--- config.mk ---
export PLATFORM = sky130hd
export DESIGN_NAME = usb2ether_fifo_ctrl
export DESIGN_NICKNAME = d
export VERILOG_FILES = /design/src/rtl/usb2ether_pkg.sv /design/src/rtl/usb2ether_len_queue.sv /design/src/rtl/usb2ether_fifo_ctrl.sv
export SDC_FILE = /design/constraint.sdc
export NUM_CORES = 1
export LEC_CHECK = 0
export BUFFER_PORTS_ARGS = -buffer_cell sky130_fd_sc_hd__buf_2
export CORE_MARGIN = 5
export CORE_UTILIZATION = 40
export DETAILED_ROUTE_END_ITERATION = 6
export PLACE_DENSITY = 0.6
export SYNTH_ARGS = -nofsm -noshare
export SYNTH_HDL_FRONTEND = slang
export SYNTH_SLANG_ARGS = --single-unit
--- constraint.sdc ---
create_clock -name clk -period 3.85 [get_ports clk]
set_input_delay 0.1925 -clock clk [delete_from_list [all_inputs] [get_ports clk]]
set_output_delay 0.1925 -clock clk [all_outputs]
set_load 0.05 [all_outputs]
--- src/rtl/usb2ether_pkg.sv ---
// ============================================================================
// Module      : usb2ether_pkg
// Description : Shared constants, FSM state encodings and a saturating-add
//               helper for the usb2ether FIFO packet sequencer.
// Revision    : 1.0 - initial release
// ============================================================================
`default_nettype none

package usb2ether_pkg;

  localparam int DEPTH     = 512;                   // FIFO entries, DEPTH-1 usable
  localparam int MAX_LEN   = 511;                   // largest accepted packet
  localparam int MAX_PKTS  = 4;                     // committed-length queue depth
  localparam int MAX_RETRY = 15;                    // replays before discard
  localparam int DATA_W    = 8;
  localparam int LEN_W     = $clog2(DEPTH);
  localparam int RETRY_W   = $clog2(MAX_RETRY + 1);

  typedef enum logic [1:0] {
    W_IDLE = 2'd0,
    W_DATA = 2'd1,
    W_DROP = 2'd2
  } wstate_t;

  typedef enum logic [2:0] {
    R_IDLE  = 3'd0,
    R_RD    = 3'd1,
    R_WT    = 3'd2,
    R_HOLD  = 3'd3,
    R_FLUSH = 3'd4
  } rstate_t;

  // 16-bit counter add that sticks at all-ones instead of wrapping
  function automatic logic [15:0] sat_add(input logic [15:0] val, input logic [1:0] inc);
    logic [16:0] sum;
    sum = {1'b0, val} + {15'd0, inc};
    return sum[16] ? 16'hFFFF : sum[15:0];
  endfunction

endpackage

`default_nettype wire

--- src/rtl/usb2ether_len_queue.sv ---
// ============================================================================
// Module      : usb2ether_len_queue
// Description : Small synchronous FIFO holding the lengths of committed RX
//               packets. Simultaneous push and pop are both honoured, even
//               when full. ENTRIES must be a power of two.
// Revision    : 1.0 - initial release
// ============================================================================
`default_nettype none

module usb2ether_len_queue
  import usb2ether_pkg::*;
#(
  parameter int ENTRIES = MAX_PKTS,
  parameter int WIDTH   = LEN_W
) (
  input  logic             clk,
  input  logic             n_rst,
  input  logic             clear,
  input  logic             push,
  input  logic             pop,
  input  logic [WIDTH-1:0] din,
  output logic [WIDTH-1:0] head,
  output logic             empty,
  output logic             full
);

  localparam int c_PTR_W = $clog2(ENTRIES);

  logic [WIDTH-1:0]   r_mem [ENTRIES];
  logic [c_PTR_W-1:0] r_wr_ptr;
  logic [c_PTR_W-1:0] r_rd_ptr;
  logic [c_PTR_W:0]   r_count;
  logic               w_do_push;
  logic               w_do_pop;

  assign empty     = (r_count == '0);
  assign full      = (r_count == (c_PTR_W+1)'(ENTRIES));
  assign head      = r_mem[r_rd_ptr];
  assign w_do_pop  = pop && !empty;
  assign w_do_push = push && (!full || w_do_pop);

  // Storage array; contents are don't-care until written
  always_ff @(posedge clk) begin
    if (w_do_push && !clear) r_mem[r_wr_ptr] <= din;
  end

  // Pointer and occupancy bookkeeping
  always_ff @(posedge clk or negedge n_rst) begin
    if (!n_rst) begin
      r_wr_ptr <= '0;
      r_rd_ptr <= '0;
      r_count  <= '0;
    end else if (clear) begin
      r_wr_ptr <= '0;
      r_rd_ptr <= '0;
      r_count  <= '0;
    end else begin
      if (w_do_push) r_wr_ptr <= r_wr_ptr + c_PTR_W'(1);
      if (w_do_pop)  r_rd_ptr <= r_rd_ptr + c_PTR_W'(1);
      case ({w_do_push, w_do_pop})
        2'b10:   r_count <= r_count + (c_PTR_W+1)'(1);
        2'b01:   r_count <= r_count - (c_PTR_W+1)'(1);
        default: r_count <= r_count;
      endcase
    end
  end

endmodule

`default_nettype wire

--- src/rtl/usb2ether_fifo_ctrl.sv ---
// ============================================================================
// Module      : usb2ether_fifo_ctrl
// Description : Store-and-forward packet sequencer between the USB RX byte
//               stream and the Ethernet TX MAC. Checkpoints/rolls back RX
//               packets in the FIFO and replays TX packets on collision.
//               Optional statistics counters: define USB2ETHER_STATS_EN.
// Revision    : 1.0 - initial release
// ============================================================================
`default_nettype none

module usb2ether_fifo_ctrl
  import usb2ether_pkg::*;
(
  input  logic              clk,
  input  logic              n_rst,
  input  logic              ctrl_clear,
  input  logic              rx_valid,
  input  logic              rx_sop,
  input  logic              rx_eop,
  input  logic              rx_abort,
  input  logic [DATA_W-1:0] rx_data,
  input  logic              tx_ready,
  input  logic              tx_retry,
  output logic              tx_valid,
  output logic              tx_sop,
  output logic              tx_eop,
  output logic [DATA_W-1:0] tx_data,
  output logic              fifo_write_enable,
  output logic              fifo_write_start,
  output logic              fifo_write_error,
  output logic [DATA_W-1:0] fifo_write_data,
  output logic              fifo_read_enable,
  output logic              fifo_read_start,
  output logic              fifo_read_error,
  output logic              fifo_clear,
  input  logic [DATA_W-1:0] fifo_read_data,
  input  logic              fifo_empty,
  input  logic              fifo_full,
  output logic [15:0]       stat_tx,
  output logic [15:0]       stat_drop,
  output logic [15:0]       stat_retry
);

  // ---------------- length queue ----------------
  logic             w_q_push, w_q_pop, w_q_empty, w_q_full;
  logic [LEN_W-1:0] w_q_din, w_q_head;

  usb2ether_len_queue u_len_queue (
    .clk   (clk),
    .n_rst (n_rst),
    .clear (ctrl_clear),
    .push  (w_q_push && !ctrl_clear),
    .pop   (w_q_pop && !ctrl_clear),
    .din   (w_q_din),
    .head  (w_q_head),
    .empty (w_q_empty),
    .full  (w_q_full)
  );

  // ---------------- write side ----------------
  wstate_t          r_wstate, w_wstate_nxt;
  logic [LEN_W-1:0] r_wcount, w_wcount_nxt;
  logic             w_wr_en, w_wr_start, w_wr_err, w_rx_drop;

  // Write FSM next-state; a sop seen while dropping resynchronises onto the new packet
  always_comb begin
    w_wstate_nxt = r_wstate;
    w_wcount_nxt = r_wcount;
    w_wr_en      = 1'b0;
    w_wr_start   = 1'b0;
    w_wr_err     = 1'b0;
    w_rx_drop    = 1'b0;
    w_q_push     = 1'b0;
    w_q_din      = '0;
    case (r_wstate)
      W_IDLE, W_DROP: begin
        if (rx_valid && rx_sop && !rx_abort) begin
          if (!fifo_full && !w_q_full) begin
            w_wr_en      = 1'b1;
            w_wr_start   = 1'b1;
            w_wcount_nxt = LEN_W'(1);
            if (rx_eop) begin
              w_q_push     = 1'b1;
              w_q_din      = LEN_W'(1);
              w_wstate_nxt = W_IDLE;
            end else begin
              w_wstate_nxt = W_DATA;
            end
          end else begin
            w_rx_drop    = 1'b1;
            w_wstate_nxt = rx_eop ? W_IDLE : W_DROP;
          end
        end else if (r_wstate == W_DROP && (rx_abort || (rx_valid && rx_eop))) begin
          w_wstate_nxt = W_IDLE;
        end
      end
      W_DATA: begin
        if (rx_abort) begin
          w_wr_err     = 1'b1;
          w_rx_drop    = 1'b1;
          w_wstate_nxt = W_DROP;
        end else if (rx_valid) begin
          if (fifo_full || r_wcount == LEN_W'(MAX_LEN)) begin
            w_wr_err     = 1'b1;
            w_rx_drop    = 1'b1;
            w_wstate_nxt = rx_eop ? W_IDLE : W_DROP;
          end else begin
            w_wr_en      = 1'b1;
            w_wcount_nxt = r_wcount + LEN_W'(1);
            if (rx_eop) begin
              w_q_push     = 1'b1;
              w_q_din      = w_wcount_nxt;
              w_wstate_nxt = W_IDLE;
            end
          end
        end
      end
      default: w_wstate_nxt = W_IDLE;
    endcase
  end

  // Write FSM state and byte count
  always_ff @(posedge clk or negedge n_rst) begin
    if (!n_rst) begin
      r_wstate <= W_IDLE;
      r_wcount <= '0;
    end else if (ctrl_clear) begin
      r_wstate <= W_IDLE;
      r_wcount <= '0;
    end else begin
      r_wstate <= w_wstate_nxt;
      r_wcount <= w_wcount_nxt;
    end
  end

  assign fifo_write_enable = w_wr_en && !ctrl_clear;
  assign fifo_write_start  = w_wr_start && !ctrl_clear;
  assign fifo_write_error  = w_wr_err && !ctrl_clear;
  assign fifo_write_data   = rx_data;
  assign fifo_clear        = ctrl_clear;

  // ---------------- read side ----------------
  rstate_t            r_rstate;
  logic [LEN_W-1:0]   r_len, r_remain;
  logic [RETRY_W-1:0] r_retries;
  logic               r_tx_valid, r_tx_sop, r_tx_eop;
  logic [DATA_W-1:0]  r_tx_data;
  logic               w_tx_start, w_retry_active, w_replay, w_flush_go;
  logic               w_sent, w_flush_done;

  assign w_tx_start     = (r_rstate == R_IDLE) && !w_q_empty && !fifo_empty;
  assign w_retry_active = tx_retry && (r_rstate == R_RD || r_rstate == R_WT || r_rstate == R_HOLD);
  assign w_replay       = w_retry_active && (r_retries < RETRY_W'(MAX_RETRY));
  assign w_flush_go     = w_retry_active && !w_replay;
  assign w_sent         = (r_rstate == R_HOLD) && tx_ready && !tx_retry && (r_remain == LEN_W'(1));
  assign w_flush_done   = (r_rstate == R_FLUSH) && (r_remain == LEN_W'(1));
  assign w_q_pop        = w_sent || w_flush_done;

  // Every retry rewinds the FIFO read pointer; a flush then re-reads the whole packet
  assign fifo_read_start  = !ctrl_clear && (w_tx_start || w_replay);
  assign fifo_read_error  = !ctrl_clear && w_retry_active;
  assign fifo_read_enable = !ctrl_clear &&
                            ((r_rstate == R_RD && !tx_retry) || r_rstate == R_FLUSH);

  // Read FSM: fetch, present and hand off one byte at a time; retry rewinds
  always_ff @(posedge clk or negedge n_rst) begin
    if (!n_rst) begin
      r_rstate   <= R_IDLE;
      r_len      <= '0;
      r_remain   <= '0;
      r_retries  <= '0;
      r_tx_valid <= 1'b0;
      r_tx_sop   <= 1'b0;
      r_tx_eop   <= 1'b0;
      r_tx_data  <= '0;
    end else if (ctrl_clear) begin
      r_rstate   <= R_IDLE;
      r_tx_valid <= 1'b0;
      r_tx_sop   <= 1'b0;
      r_tx_eop   <= 1'b0;
    end else if (w_retry_active) begin
      r_tx_valid <= 1'b0;
      r_tx_sop   <= 1'b0;
      r_tx_eop   <= 1'b0;
      r_remain   <= r_len;
      if (w_replay) begin
        r_retries <= r_retries + RETRY_W'(1);
        r_rstate  <= R_RD;
      end else begin
        r_rstate  <= R_FLUSH;
      end
    end else begin
      case (r_rstate)
        R_IDLE: begin
          if (w_tx_start) begin
            r_len     <= w_q_head;
            r_remain  <= w_q_head;
            r_retries <= '0;
            r_rstate  <= R_RD;
          end
        end
        R_RD: r_rstate <= R_WT;
        R_WT: begin
          r_tx_data  <= fifo_read_data;
          r_tx_valid <= 1'b1;
          r_tx_sop   <= (r_remain == r_len);
          r_tx_eop   <= (r_remain == LEN_W'(1));
          r_rstate   <= R_HOLD;
        end
        R_HOLD: begin
          if (tx_ready) begin
            r_tx_valid <= 1'b0;
            r_tx_sop   <= 1'b0;
            r_tx_eop   <= 1'b0;
            if (r_remain == LEN_W'(1)) begin
              r_rstate <= R_IDLE;
            end else begin
              r_remain <= r_remain - LEN_W'(1);
              r_rstate <= R_RD;
            end
          end
        end
        R_FLUSH: begin
          if (r_remain == LEN_W'(1)) r_rstate <= R_IDLE;
          else                       r_remain <= r_remain - LEN_W'(1);
        end
        default: r_rstate <= R_IDLE;
      endcase
    end
  end

  assign tx_valid = r_tx_valid;
  assign tx_sop   = r_tx_sop;
  assign tx_eop   = r_tx_eop;
  assign tx_data  = r_tx_data;

  // ---------------- statistics ----------------
`ifdef USB2ETHER_STATS_EN
  logic [15:0] r_stat_tx, r_stat_drop, r_stat_retry;
  logic [1:0]  w_drop_inc;

  assign w_drop_inc = {1'b0, w_rx_drop} + {1'b0, w_flush_go};

  // Saturating event counters; ctrl_clear suppresses events but keeps totals
  always_ff @(posedge clk or negedge n_rst) begin
    if (!n_rst) begin
      r_stat_tx    <= '0;
      r_stat_drop  <= '0;
      r_stat_retry <= '0;
    end else if (!ctrl_clear) begin
      r_stat_tx    <= sat_add(r_stat_tx, {1'b0, w_sent});
      r_stat_drop  <= sat_add(r_stat_drop, w_drop_inc);
      r_stat_retry <= sat_add(r_stat_retry, {1'b0, w_replay});
    end
  end

  assign stat_tx    = r_stat_tx;
  assign stat_drop  = r_stat_drop;
  assign stat_retry = r_stat_retry;
`else
  logic w_unused_stats;
  assign w_unused_stats = w_rx_drop & w_flush_go;
  assign stat_tx    = '0;
  assign stat_drop  = '0;
  assign stat_retry = '0;
`endif

endmodule

`default_nettype wire
==> summary.md <==
| Metric | Value |
|---|---|
| Mapped Area | `5100 um2` |
| Starting density of the core | `0.406` |
| Largest area contributor in the netlist | `dfrtp_1` |
| Async S/R FF share, synth | `0.600` |
| Crit Path Max Fanout | `5` |
| Commonest non-fill, non-tap cells in the layout | `dfrtp_1, nor2_1, conb_1` |
| Final Hold Vio Count | `11` |
| Worst IR Drop VDD | `0.213 mV` |
| Reg clk slew, reported paths | `60 ps` |
| DIE HEIGHT | `about 120 um` |
| # clock sinks | `90` |
| PwrDens | `518 nW/um2` |
| Hpwl dp | `6.78 mm` |
| Number of max-cap violations | `0` |
| Detailed Route WL | `9.40 mm` |
| Routed vias | `~3.2k` |
| Synth area leaders | `dfrtp_1, edfxtp_1, buf_4, mux2_2, mux4_2` |
| 1st-pass router iterations | `4` |
| Hold WC Path Type | `in2async` |
| Iter 0 DRT Violations | `226` |
| Setup Crit Path Kind | `reg2reg` |
| CTS tree | `built` |
| Vias in the first global route | `3254` |
| Vias per cell | `4.88` |
| Max Freq | `around 0.29 GHz` |
| Overflow after GRT | `0` |
| Worst Path Required | `4070 ps` |
| Failing checks | `hold timing` |
| Share of cells above drive strength 1 | `0.209` |
| # diodes | `0` |
| FP Rows | `41` |
| Outcome | `finished with violations` |
| Antenna violations before repair | `0` |
| Worst Setup End Kind | `register` |
| Skew final | `between 5 and 6 ps` |
| Hold_buf cts | `0` |
| # resized after CTS | `0` |
| Final Cycle Share | `0.906` |
| All-Layer GR Usage | `0.131` |
| Most frequent CP cell | `and3_1` |
| Hold_ws | `-9.42 ps` |
| Routed Antenna Nets | `0` |
| Final Max Tran Viols | `0` |
| Worst-margin pin slew | `between 800 and 900 ps` |
| CP Data Arrival Time | `3710 ps` |
| Area growth from synthesis to layout | `6.38%` |
| Pwr Total | `2810 uW` |
| Distinct cell type count after synthesis | `64` |
| Crit-path cells | `ha_1, and3_1, and3_1, and3_1, ha_1, or2_2, nor4_4, nor2_1, nor3_1, nor2_1, fa_1, inv_1, a31oi_1, a22o_1` |
| CP Launch Type | `register` |
| Register area share after synthesis | `0.477` |
| Primary FF master, synth | `dfrtp_1` |
| Worst rel slew slack | `0.448` |
| # DRC | `0` |
| Worst path slowest cell | `dfrtp_1` |
| Min cycle time layout | `about 3500 ps` |
| Global-route wire length before repair | `15.6 mm` |
| Nets@finish | `521` |
| Synth Instances | `461` |
| Total CTS buffers | `9` |
| Avg WL per Cell | `14.2 um` |
| Port bufs | `36` |
| CTS root buffer | `clkbuf_16` |
| Sum Neg Setup Slack | `0 ps` |
| Die Width | `123 um` |
| H-tree depth | `3` |
| Num ports | `101` |
| Core Footprint | `about 13000 um2` |
| Slowest cell delay on critical path | `about 400 ps` |
| DIE AREA | `around 15000 um2` |
| Worst R2R Setup Slack | `360 ps` |
| Most common cell after layout, fill and taps aside | `dfrtp_1` |
| Final setup vio count | `0` |
| Largest net degree at the start of global routing | `55` |
| Placed Cells | `645` |
| Routability congestion estimate | `0.845` |
| Fin cells | `661` |
| CTS Buffer Depth | `2` |
| Ys Warns | `0` |
| P_leak | `0.00225 uW` |
| Latest clock arrival within the worst-skew pair | `roughly 330 ps` |
| Post-CTS Setup Bufs | `0` |
| RSZ-0062 raised after global routing | `no` |
| EDFF count, synth | `36` |
| Post-synthesis average cell area | `11.1 um2` |
| Register bit total from synthesis | `90` |
| Synth top area share | `0.265` |
routing by layer:
layer | up-vias | GRT usage | wire length, um
met1 | 1581 | 0.167 | 4220
li1 | 1571 | - | -
met3 | 4 | 0.0366 | 442
met5 | - | 0 | 0
met2 | 69 | 0.221 | 4670
met4 | 0 | 0.0287 | 70
critical path, delay by kind of cell, from the launching register on:
kind / cells / cell delay [ps]
AND/OR/NAND/NOR: 8 / 1800
adder cells (fa/ha/maj): 3 / 810
flip-flops: 1 / 400
AO/OA/AOI/OAI: 2 / 310
buffers and inverters: 1 / 70
flip-flops by register name, indices dropped and copies added, names as in the netlist:
signal                count
tx_eop                    1
r_wcount                  9
r_rstate                  3
r_len                     9
u_len_queue.r_wr_ptr      2
tx_sop                    1
r_retries                 4
tx_data                   8
r_wstate                  2
u_len_queue.r_count       3
u_len_queue.r_mem        36
u_len_queue.r_rd_ptr      2
r_remain                  9
tx_valid                  1
final cells by class:
| cell class | instances | area [um2] |
|---|---|---|
| inverters | 12 | 45.0 |
| clock buffers | 14 | 265 |
| flip-flops and latches | 90 | 2430 |
| clock inverters | 2 | 12.5 |
| multi-input cells | 330 | 2240 |
| fillers | 1180 | 7140 |
| well taps | 172 | 215 |
| repair buffers | 41 | 218 |
metrics by stage:
step | instance area [um2] | util | hold slack [ps] | setup slack (ps)
CTS | 5420 | 0.431 | 25.4 | 194
global placement | 5140 | 0.409 | 382 | 306
floorplan | 5280 | - | -103 | 546
global route | 5430 | 0.432 | 40.8 | 101
detailed placement | 5140 | 0.409 | 383 | 191
finish | 5430 | 0.432 | -9.42 | 362
where the power goes:
group | total [uW] | leakage (uW) | internal, uW | switching [uW]
registers | 1270 | 0.000994 | 1120 | 146
logic | 727 | 0.00112 | 273 | 454
clock network | 814 | 0.000132 | 477 | 338
total | 2810 | 0.00225 | 1870 | 938
Yosys cell counts, types with 3 or more instances:
library cell / count
a21oi_1: 14
a22o_1: 3
and2_1: 4
and3_1: 12
buf_4: 57
buf_6: 5
clkbuf_1: 8
clkbuf_8: 3
dfrtp_1: 54
edfxtp_1: 36
ha_1: 9
inv_1: 12
mux2_2: 22
mux2_4: 4
mux4_2: 9
nand2_1: 31
nand2b_1: 4
nand3_1: 3
nor2_1: 48
nor3_1: 15
nor3b_1: 4
nor4_1: 3
o21ai_0: 23
o22ai_1: 5
xnor2_1: 12
xor2_1: 12
final timing paths:
| kind | cells past startpoint | to | start |
|---|---|---|---|
| max in group asynchronous | 2 | r_wcount[7] | n_rst |
| min in group clk | 2 | tx_data[2] | fifo_read_data[2] |
| worst max register to register | 14 | u_len_queue.r_count[2] | r_wcount[0] |
| worst min-delay path | 2 | tx_data[6] | n_rst |
| worst min register to register | 1 | tx_valid | tx_valid |
| worst max-delay path | 14 | u_len_queue.r_count[2] | r_wcount[0] |
cells by family after synthesis:
kind of cell	Yosys count	share of synthesized area
compound gates	69	0.0858
flops	90	0.477
other cells	1	0.000735
mux	37	0.104
fa+ha+maj	10	0.0260
simple gates	142	0.145
xor+xnor	24	0.0412
buf+inv	88	0.120
(Power assumes the default switching activity.)
